File: src/rtl/rbt_s_meta_pkt_join.sv
// Joins the parser packet stream with its per-packet metadata; metadata rides as a sideband on every beat.
// Latency 1 cycle, 1 beat/cycle; s_axis stalls while no metadata is queued or the output register is blocked.
// Optional counters under RBT_S_META_JOIN_STATS_EN; otherwise stat_* are tied to zero.
module rbt_s_meta_pkt_join #(
    parameter int DATA_WIDTH         = 512,
    parameter int KEEP_WIDTH         = DATA_WIDTH/8,
    parameter int USER_WIDTH         = 64,
    parameter int PKT_METADATA_WIDTH = 274,
    parameter int META_FIFO_DEPTH    = 8
) (
    input  logic                          clk,
    input  logic                          rst,
    input  logic [DATA_WIDTH-1:0]         s_axis_tdata,
    input  logic [KEEP_WIDTH-1:0]         s_axis_tkeep,
    input  logic                          s_axis_tvalid,
    output logic                          s_axis_tready,
    input  logic                          s_axis_tlast,
    input  logic [USER_WIDTH-1:0]         s_axis_tuser,
    input  logic                          s_meta_valid,
    output logic                          s_meta_ready,
    input  logic [PKT_METADATA_WIDTH-1:0] s_meta_info,
    output logic [DATA_WIDTH-1:0]         m_axis_tdata,
    output logic [KEEP_WIDTH-1:0]         m_axis_tkeep,
    output logic                          m_axis_tvalid,
    input  logic                          m_axis_tready,
    output logic                          m_axis_tlast,
    output logic [USER_WIDTH-1:0]         m_axis_tuser,
    output logic [PKT_METADATA_WIDTH-1:0] m_axis_tmeta,
    output logic                          m_axis_tsop,
    output logic [31:0]                   stat_pkt_count,
    output logic [31:0]                   stat_meta_wait
);

    localparam int          PW       = $clog2(META_FIFO_DEPTH);
    localparam logic [PW:0] FULL_CNT = (PW+1)'(META_FIFO_DEPTH);

    typedef enum logic {ST_SOP, ST_BODY} state_t;

    logic [PKT_METADATA_WIDTH-1:0] mem_q [META_FIFO_DEPTH];
    logic [PKT_METADATA_WIDTH-1:0] mem_d [META_FIFO_DEPTH];
    logic [PW-1:0]                 wr_ptr_q, wr_ptr_d, rd_ptr_q, rd_ptr_d;
    logic [PW:0]                   cnt_q, cnt_d;
    state_t                        state_q, state_d;

    logic                          vld_q, vld_d, last_q, last_d, sop_q, sop_d;
    logic [DATA_WIDTH-1:0]         dat_q, dat_d;
    logic [KEEP_WIDTH-1:0]         keep_q, keep_d;
    logic [USER_WIDTH-1:0]         user_q, user_d;
    logic [PKT_METADATA_WIDTH-1:0] meta_q, meta_d;

    logic meta_avail, out_free, in_rdy, in_acc, push, pop;
    logic [PKT_METADATA_WIDTH-1:0] head;

    always_comb begin
        meta_avail = (cnt_q != '0);
        out_free   = !vld_q | m_axis_tready;
        in_rdy     = meta_avail & out_free;
        in_acc     = s_axis_tvalid & in_rdy;
        push       = s_meta_valid & (cnt_q != FULL_CNT);
        pop        = in_acc & s_axis_tlast;
        head       = mem_q[rd_ptr_q];
    end

    // No bypass: a pushed word becomes head only from the next cycle.
    always_comb begin
        mem_d    = mem_q;
        wr_ptr_d = wr_ptr_q;
        rd_ptr_d = rd_ptr_q;
        cnt_d    = cnt_q;
        if (push) begin
            mem_d[wr_ptr_q] = s_meta_info;
            wr_ptr_d        = wr_ptr_q + PW'(1);
        end
        if (pop) begin
            rd_ptr_d = rd_ptr_q + PW'(1);
        end
        if (push && !pop) begin
            cnt_d = cnt_q + (PW+1)'(1);
        end else if (pop && !push) begin
            cnt_d = cnt_q - (PW+1)'(1);
        end
    end

    always_comb begin
        state_d = state_q;
        vld_d   = vld_q;
        dat_d   = dat_q;
        keep_d  = keep_q;
        last_d  = last_q;
        user_d  = user_q;
        meta_d  = meta_q;
        sop_d   = sop_q;
        if (in_acc) begin
            vld_d  = 1'b1;
            dat_d  = s_axis_tdata;
            keep_d = s_axis_tkeep;
            last_d = s_axis_tlast;
            user_d = s_axis_tuser;
            // Head stays put until tlast, so body beats reuse the word latched at SOP.
            if (state_q == ST_SOP) begin
                sop_d  = 1'b1;
                meta_d = head;
            end else begin
                sop_d  = 1'b0;
                meta_d = meta_q;
            end
            state_d = s_axis_tlast ? ST_SOP : ST_BODY;
        end else if (m_axis_tready) begin
            vld_d = 1'b0;
        end
    end

    always_ff @(posedge clk) begin
        mem_q <= mem_d;
    end

    always_ff @(posedge clk) begin
        if (rst) begin
            wr_ptr_q <= '0;
            rd_ptr_q <= '0;
            cnt_q    <= '0;
            state_q  <= ST_SOP;
            vld_q    <= 1'b0;
            dat_q    <= '0;
            keep_q   <= '0;
            last_q   <= 1'b0;
            user_q   <= '0;
            meta_q   <= '0;
            sop_q    <= 1'b0;
        end else begin
            wr_ptr_q <= wr_ptr_d;
            rd_ptr_q <= rd_ptr_d;
            cnt_q    <= cnt_d;
            state_q  <= state_d;
            vld_q    <= vld_d;
            dat_q    <= dat_d;
            keep_q   <= keep_d;
            last_q   <= last_d;
            user_q   <= user_d;
            meta_q   <= meta_d;
            sop_q    <= sop_d;
        end
    end

    assign s_axis_tready = in_rdy;
    assign s_meta_ready  = (cnt_q != FULL_CNT);
    assign m_axis_tvalid = vld_q;
    assign m_axis_tdata  = dat_q;
    assign m_axis_tkeep  = keep_q;
    assign m_axis_tlast  = last_q;
    assign m_axis_tuser  = user_q;
    assign m_axis_tmeta  = meta_q;
    assign m_axis_tsop   = sop_q;

`ifdef RBT_S_META_JOIN_STATS_EN
    logic [31:0] pkt_cnt_q, pkt_cnt_d, wait_cnt_q, wait_cnt_d;

    always_comb begin
        pkt_cnt_d  = pkt_cnt_q;
        wait_cnt_d = wait_cnt_q;
        if (vld_q && m_axis_tready && last_q) begin
            pkt_cnt_d = pkt_cnt_q + 32'd1;
        end
        if ((state_q == ST_SOP) && s_axis_tvalid && !meta_avail) begin
            wait_cnt_d = wait_cnt_q + 32'd1;
        end
    end

    always_ff @(posedge clk) begin
        if (rst) begin
            pkt_cnt_q  <= '0;
            wait_cnt_q <= '0;
        end else begin
            pkt_cnt_q  <= pkt_cnt_d;
            wait_cnt_q <= wait_cnt_d;
        end
    end

    assign stat_pkt_count = pkt_cnt_q;
    assign stat_meta_wait = wait_cnt_q;
`else
    assign stat_pkt_count = '0;
    assign stat_meta_wait = '0;
`endif

endmodule
File: config.mk
export PLATFORM = sky130hd
export DESIGN_NAME = rbt_s_meta_pkt_join
export DESIGN_NICKNAME = d
export VERILOG_FILES = /design/src/rtl/rbt_s_meta_pkt_join.sv
export SDC_FILE = /design/constraint.sdc
export NUM_CORES = 2
export LEC_CHECK = 0
export ABC_AREA = 1
export BUFFER_PORTS_ARGS = -buffer_cell sky130_fd_sc_hd__buf_4
export CORE_AREA = 4 4 740 742
export CTS_BUF_LIST = sky130_fd_sc_hd__clkbuf_16
export DETAILED_ROUTE_END_ITERATION = 16
export DIE_AREA = 0 0 744 746
export PLACE_DENSITY = 0.4
export SLEW_MARGIN = 30
export SYNTH_ARGS = -nofsm -noshare
export SYNTH_HDL_FRONTEND = slang
export SYNTH_SLANG_ARGS = --single-unit
export TNS_END_PERCENT = 20
File: constraint.sdc
create_clock -name clk -period 18.7 [get_ports clk]
set_clock_uncertainty 0.2 [all_clocks]
set_input_delay 1.87 -clock clk [delete_from_list [all_inputs] [get_ports clk]]
set_output_delay 1.87 -clock clk [all_outputs]
set_load 0.05 [all_outputs]
== Word level (Yosys, flattened, before mapping) ==
Index checks and enable logic that the tools add are counted.
Word-level totals
  register bits after elaboration: 3120
  output and inout bits: 983
  bits of input ports: 920
Operators by class
  bitwise gates (word level): 8
  reductions and logical operators: 10
  order comparisons: 3
  add/subtract/negate cells: 4
  multiplexer cells: 12
  equal/unequal tests: 1
Operators with widths (number)
  $bwmux 2192: 1
  $bmux 274 s3: 1
  $demux 274 s3: 1
  $mux 274: 3
  $ge 4x4->1 const B: 2
  $mux 4: 2
  $not 3->4: 2
  $add 3x1->3 const B: 2
  $add 4x1->4 const B: 1
  $and 1x1->1: 4
  $lt 4x1->1 const B: 1
  $mux 1: 4
  $ne 4x4->1 const B: 1
  $reduce_bool 2->1: 2
  $reduce_bool 4->1: 1
  $sub 4x1->4 const B: 1
  $logic_and 1x1->1: 3
  $logic_not 1->1: 3
  $reduce_and 2->1: 1
  $not 1->1: 1
  $or 1x1->1: 1

== Logic depth before layout (Yosys ltp) ==
  depth in word-level cells: 8
  depth in mapped cells: 14
  mapped depth without buffers: 14

== Worst setup path after synthesis ==
OpenSTA, ideal clock, no wires.
  path type: input to register
  from: in s_meta_valid
  to: reg mem_q[1000] (netlist bit), enable pin
  arrival time: 13.697 ns
  cell stages on the path: 3
  setup slack: 3.888 ns
  cells stage by stage: nand2_1 -> or2_2 -> nor2_1
Between the ends
  cells in the longest elaborated chain, start to end: 1
RTL lines
  start: declaration: line 19  | input logic s_meta_valid,
  $and 1x1->1: line 59  | push = s_meta_valid & (cnt_q != FULL_CNT);
  end signal: assignment: line 114  | mem_q <= mem_d;
  end: declaration: line 39  | logic [PKT_METADATA_WIDTH-1:0] mem_q [META_FIFO_DEPTH];
Every way passes these cells.
A chain may end at the register's enable or synchronous reset.

== Worst setup path in the final report ==
  from: in rst
  to: reg dat_q[426], in the netlist m_axis_tdata[426]
RTL lines
  start: declaration: line 12  | input logic rst,
  end signal: assignment: line 136  | dat_q <= dat_d;
  end: declaration: line 46  | logic [DATA_WIDTH-1:0] dat_q, dat_d;
No word-level cell between the ends.

==> key figures <==
CTS
  – CTS max path bufs: 4
  – Clk slew on worst S/H paths: 0.05 ns
  – Clk_lat worst skew: 0.97 ns
  – PostCTS Resize Cnt: 0
  – Htree depth: 5
  – Number of buffers created by CTS: 381
  – Clk root buf: clkbuf_16
  – Clock sink total: 3,120
  – CTS tree: yes
  – Post-CTS Setup Repair Bufs: 0
  – Hold-fix buffers, CTS: 0

Logic synthesis
  – #FFs+latches synth: 3,120
  – Synth unique cells: 32
  – Synth warnings: 0
  – Gate Count Post-Synth: 12,300
  – Register area share after synthesis: 65.7%
  – Mapped Area: 129,000 µm²
  – Syn avg cell area: 10.4 µm²

Route
  – Drt wl/cell: 26.7 µm
  – Post-route ant nets: 0
  – DRT iter0 DRCs: 6,587
  – Total iterations of the first detailed-routing run: 5
  – Residual DRC: 0
  – DR vias: 92,800
  – DRT Wirelength: 575,000 µm
  – Vias per cell: 4.31

Flow run
  – Max Cap Viol: 0

Global routing
  – GR Layer Usage met1: 22.7%
  – First-pass GRT wire length: 779,000 µm
  – Largest net degree at the start of global routing: 189
  – Antenna violations before repair: 287
  – Total grt overflow: 0
  – M3 GR Usage: 4.36%
  – Vias in the first global route: 88,900
  – M2 GR Usage: 35.0%
  – Global routing's busiest layer: met2
  – Gr usage total: 19.9%

Place
  – Post-place setup slack: 11.65 ns
  – DPL Wire Length: 389,000 µm
  – Port-buffer cells: 1,838
  – Gpl congestion: 0.892

Floorplanning
  – I/O Pins: 1,903
  – Site row count: 270
  – Initial Util: 23.8%
  – Full die area: 555,000 µm²
  – Die width: 744 µm
  – Core box area: 540,000 µm²
  – Die H: 746 µm

Timing
  – Post-route setup slack: 13.16 ns
  – Fin Hold WS: 0.265 ns
  – FMAX: 0.180 GHz
  – Slew HR: 24.2%
  – Least-Margin Pin Slew: 1.14 ns
  – Post-route setup TNS: 0 ns
  – Count of final hold-check violations: 0
  – Finish-stage setup viols: 0
  – Tmin final: 5.54 ns
  – Fin. max-slew vios: 0
  – Tcrit/Tclk final: 29.7%
  – Unrepaired setup endpoints after global routing: no

Setup path
  – Most common cell on crit path: buf_12
  – CP Data Arrival Time: 6.08 ns
  – Sequence of cells on the critical path: buf_8, buf_4, buf_4, buf_12, buf_12, buf_12, a21oi_1
  – CP peak stage delay: 0.74 ns
  – Slowest cell on the critical path: buf_4
  – Reg-to-Reg Start: cnt_q[0]
  – Critical path launch point type: input port
  – CP required: 19.24 ns
  – Crit. End Element: register
  – Worst Setup SP: rst
  – CP Class: input port to register
  – Worst Path Max Fanout: 115

Power and ir drop
  – Power Dens Cells: 148 nW/µm²
  – Tot Pwr: 23,800 µW
  – Worst vdd ir: 0.219 mV
  – Leakage: 0.0636 µW

Run status
  – Status: finished, final reports clean

Layout
  – Most common cell after layout, fill and taps aside: nand2_1
  – Area growth, synth to finish: 24.9%
  – Fin nets: 14,800
  – Share of cells above drive strength 1: 24.4%
  – Most frequent cells in the layout: 3,825 x nand2_1, 2,192 x edfxtp_1, 1,929 x buf_4

Worst hold path
  – Hold Path Origin: m_axis_tkeep[36]
  – Type of the most critical hold path: register to register
-- cells in the mapped netlist --
cell type	instances	area share (%)
a21oi_2	443	3.0
or2_2	85	0.41
clkbuf_1	256	0.75
nor3_1	1	0.0039
nor2_2	3	0.015
dfxtp_1	928	14
nand3_2	451	3.5
o21ai_0	4	0.016
nor2_1	471	1.4
nand4_1	2	0.0097
buf_4	117	0.68
nand3_4	1	0.014
buf_8	31	0.36
edfxtp_1	2192	51
inv_1	1041	3.0
nand2_4	1	0.0088
buf_6	11	0.096
nand3_1	1463	5.7
a21oi_1	482	1.9
nand2_1	3825	11
clkinv_2	1	0.0039
buf_1	53	0.15
xor2_1	3	0.020
inv_4	1	0.0049
ha_1	5	0.049
or2_0	60	0.29
and2_4	1	0.0068
buf_2	381	1.5
buf_12	16	0.25
fa_1	1	0.016
conb_1	1	0.0029
inv_2	1	0.0029
-- state kept, by name (all words and copies together) (netlist names) --
signal and flops:
m_axis_tmeta 274, cnt_q 4, m_axis_tkeep 64, m_axis_tsop 1
wr_ptr_q 3, m_axis_tvalid 1, m_axis_tlast 1, m_axis_tdata 512
state_q 1, mem_q 2192, rd_ptr_q 3, m_axis_tuser 64
-- metrics by stage --
step / std cells / area (µm²) / util (%)
2_1_floorplan: 12400 / 129000 / -
3_3_place_gp: 20700 / 148000 / 27.4
3_5_place_dp: 20700 / 148000 / 27.5
4_1_cts: 21400 / 160000 / 29.6
5_1_grt: 21500 / 160000 / 29.7
6_report: 21500 / 161000 / 29.7
-- per-layer routing --
metal | routed length, µm | share of wire (%)
met1 | 221000 | 38
met2 | 288000 | 50
met3 | 34200 | 6.0
met4 | 31800 | 5.5
met5 | 264 | 0.046
-- worst max-delay path: cells and delay by family --
kind	cells	cell delay (ns)
AOI/OAI and AO/OA	1	0.08
buffers and inverters	6	3.45
-- area by class of cell --
| type | count | area [µm²] |
|---|---|---|
| Multi-Input combinational cell | 7366 | 35700 |
| Timing Repair Buffer | 1981 | 15400 |
| Clock buffer | 383 | 9580 |
| Clock inverter | 323 | 2190 |
| Fill cell | 56400 | 380000 |
| Inverter | 1044 | 3970 |
| Sequential cell | 3120 | 84400 |
| Tap cell | 7208 | 9020 |
| Antenna cell | 100 | 250 |
-- cells by family after synthesis --
logic type      share of synthesized area, %
simple gates                            22.5
fa+ha+maj                             0.0642
flops                                   65.7
compound gates                          4.91
xor+xnor                              0.0204
other cells                          0.00292
buf+inv                                 6.83
-- power breakdown --
part           switching [µW]  total (µW)  leakage [µW]  internal [µW]
registers                 569        8840        0.0275           8270
clock network            3110        7060       0.00617           3950
logic                    5910        7880        0.0299           1980
-- path summary, 6_finish.rpt --
path / end / cells after the start / slack [ns]
max: m_axis_tdata[426] / 7 / 13.16
min: m_axis_tkeep[36] / 2 / 0.26
max reg2reg: mem_q[1993] / 9 / 13.53
min reg2reg: m_axis_tkeep[36] / 2 / 0.26
Note: power is estimated with default switching activity, not from simulation.
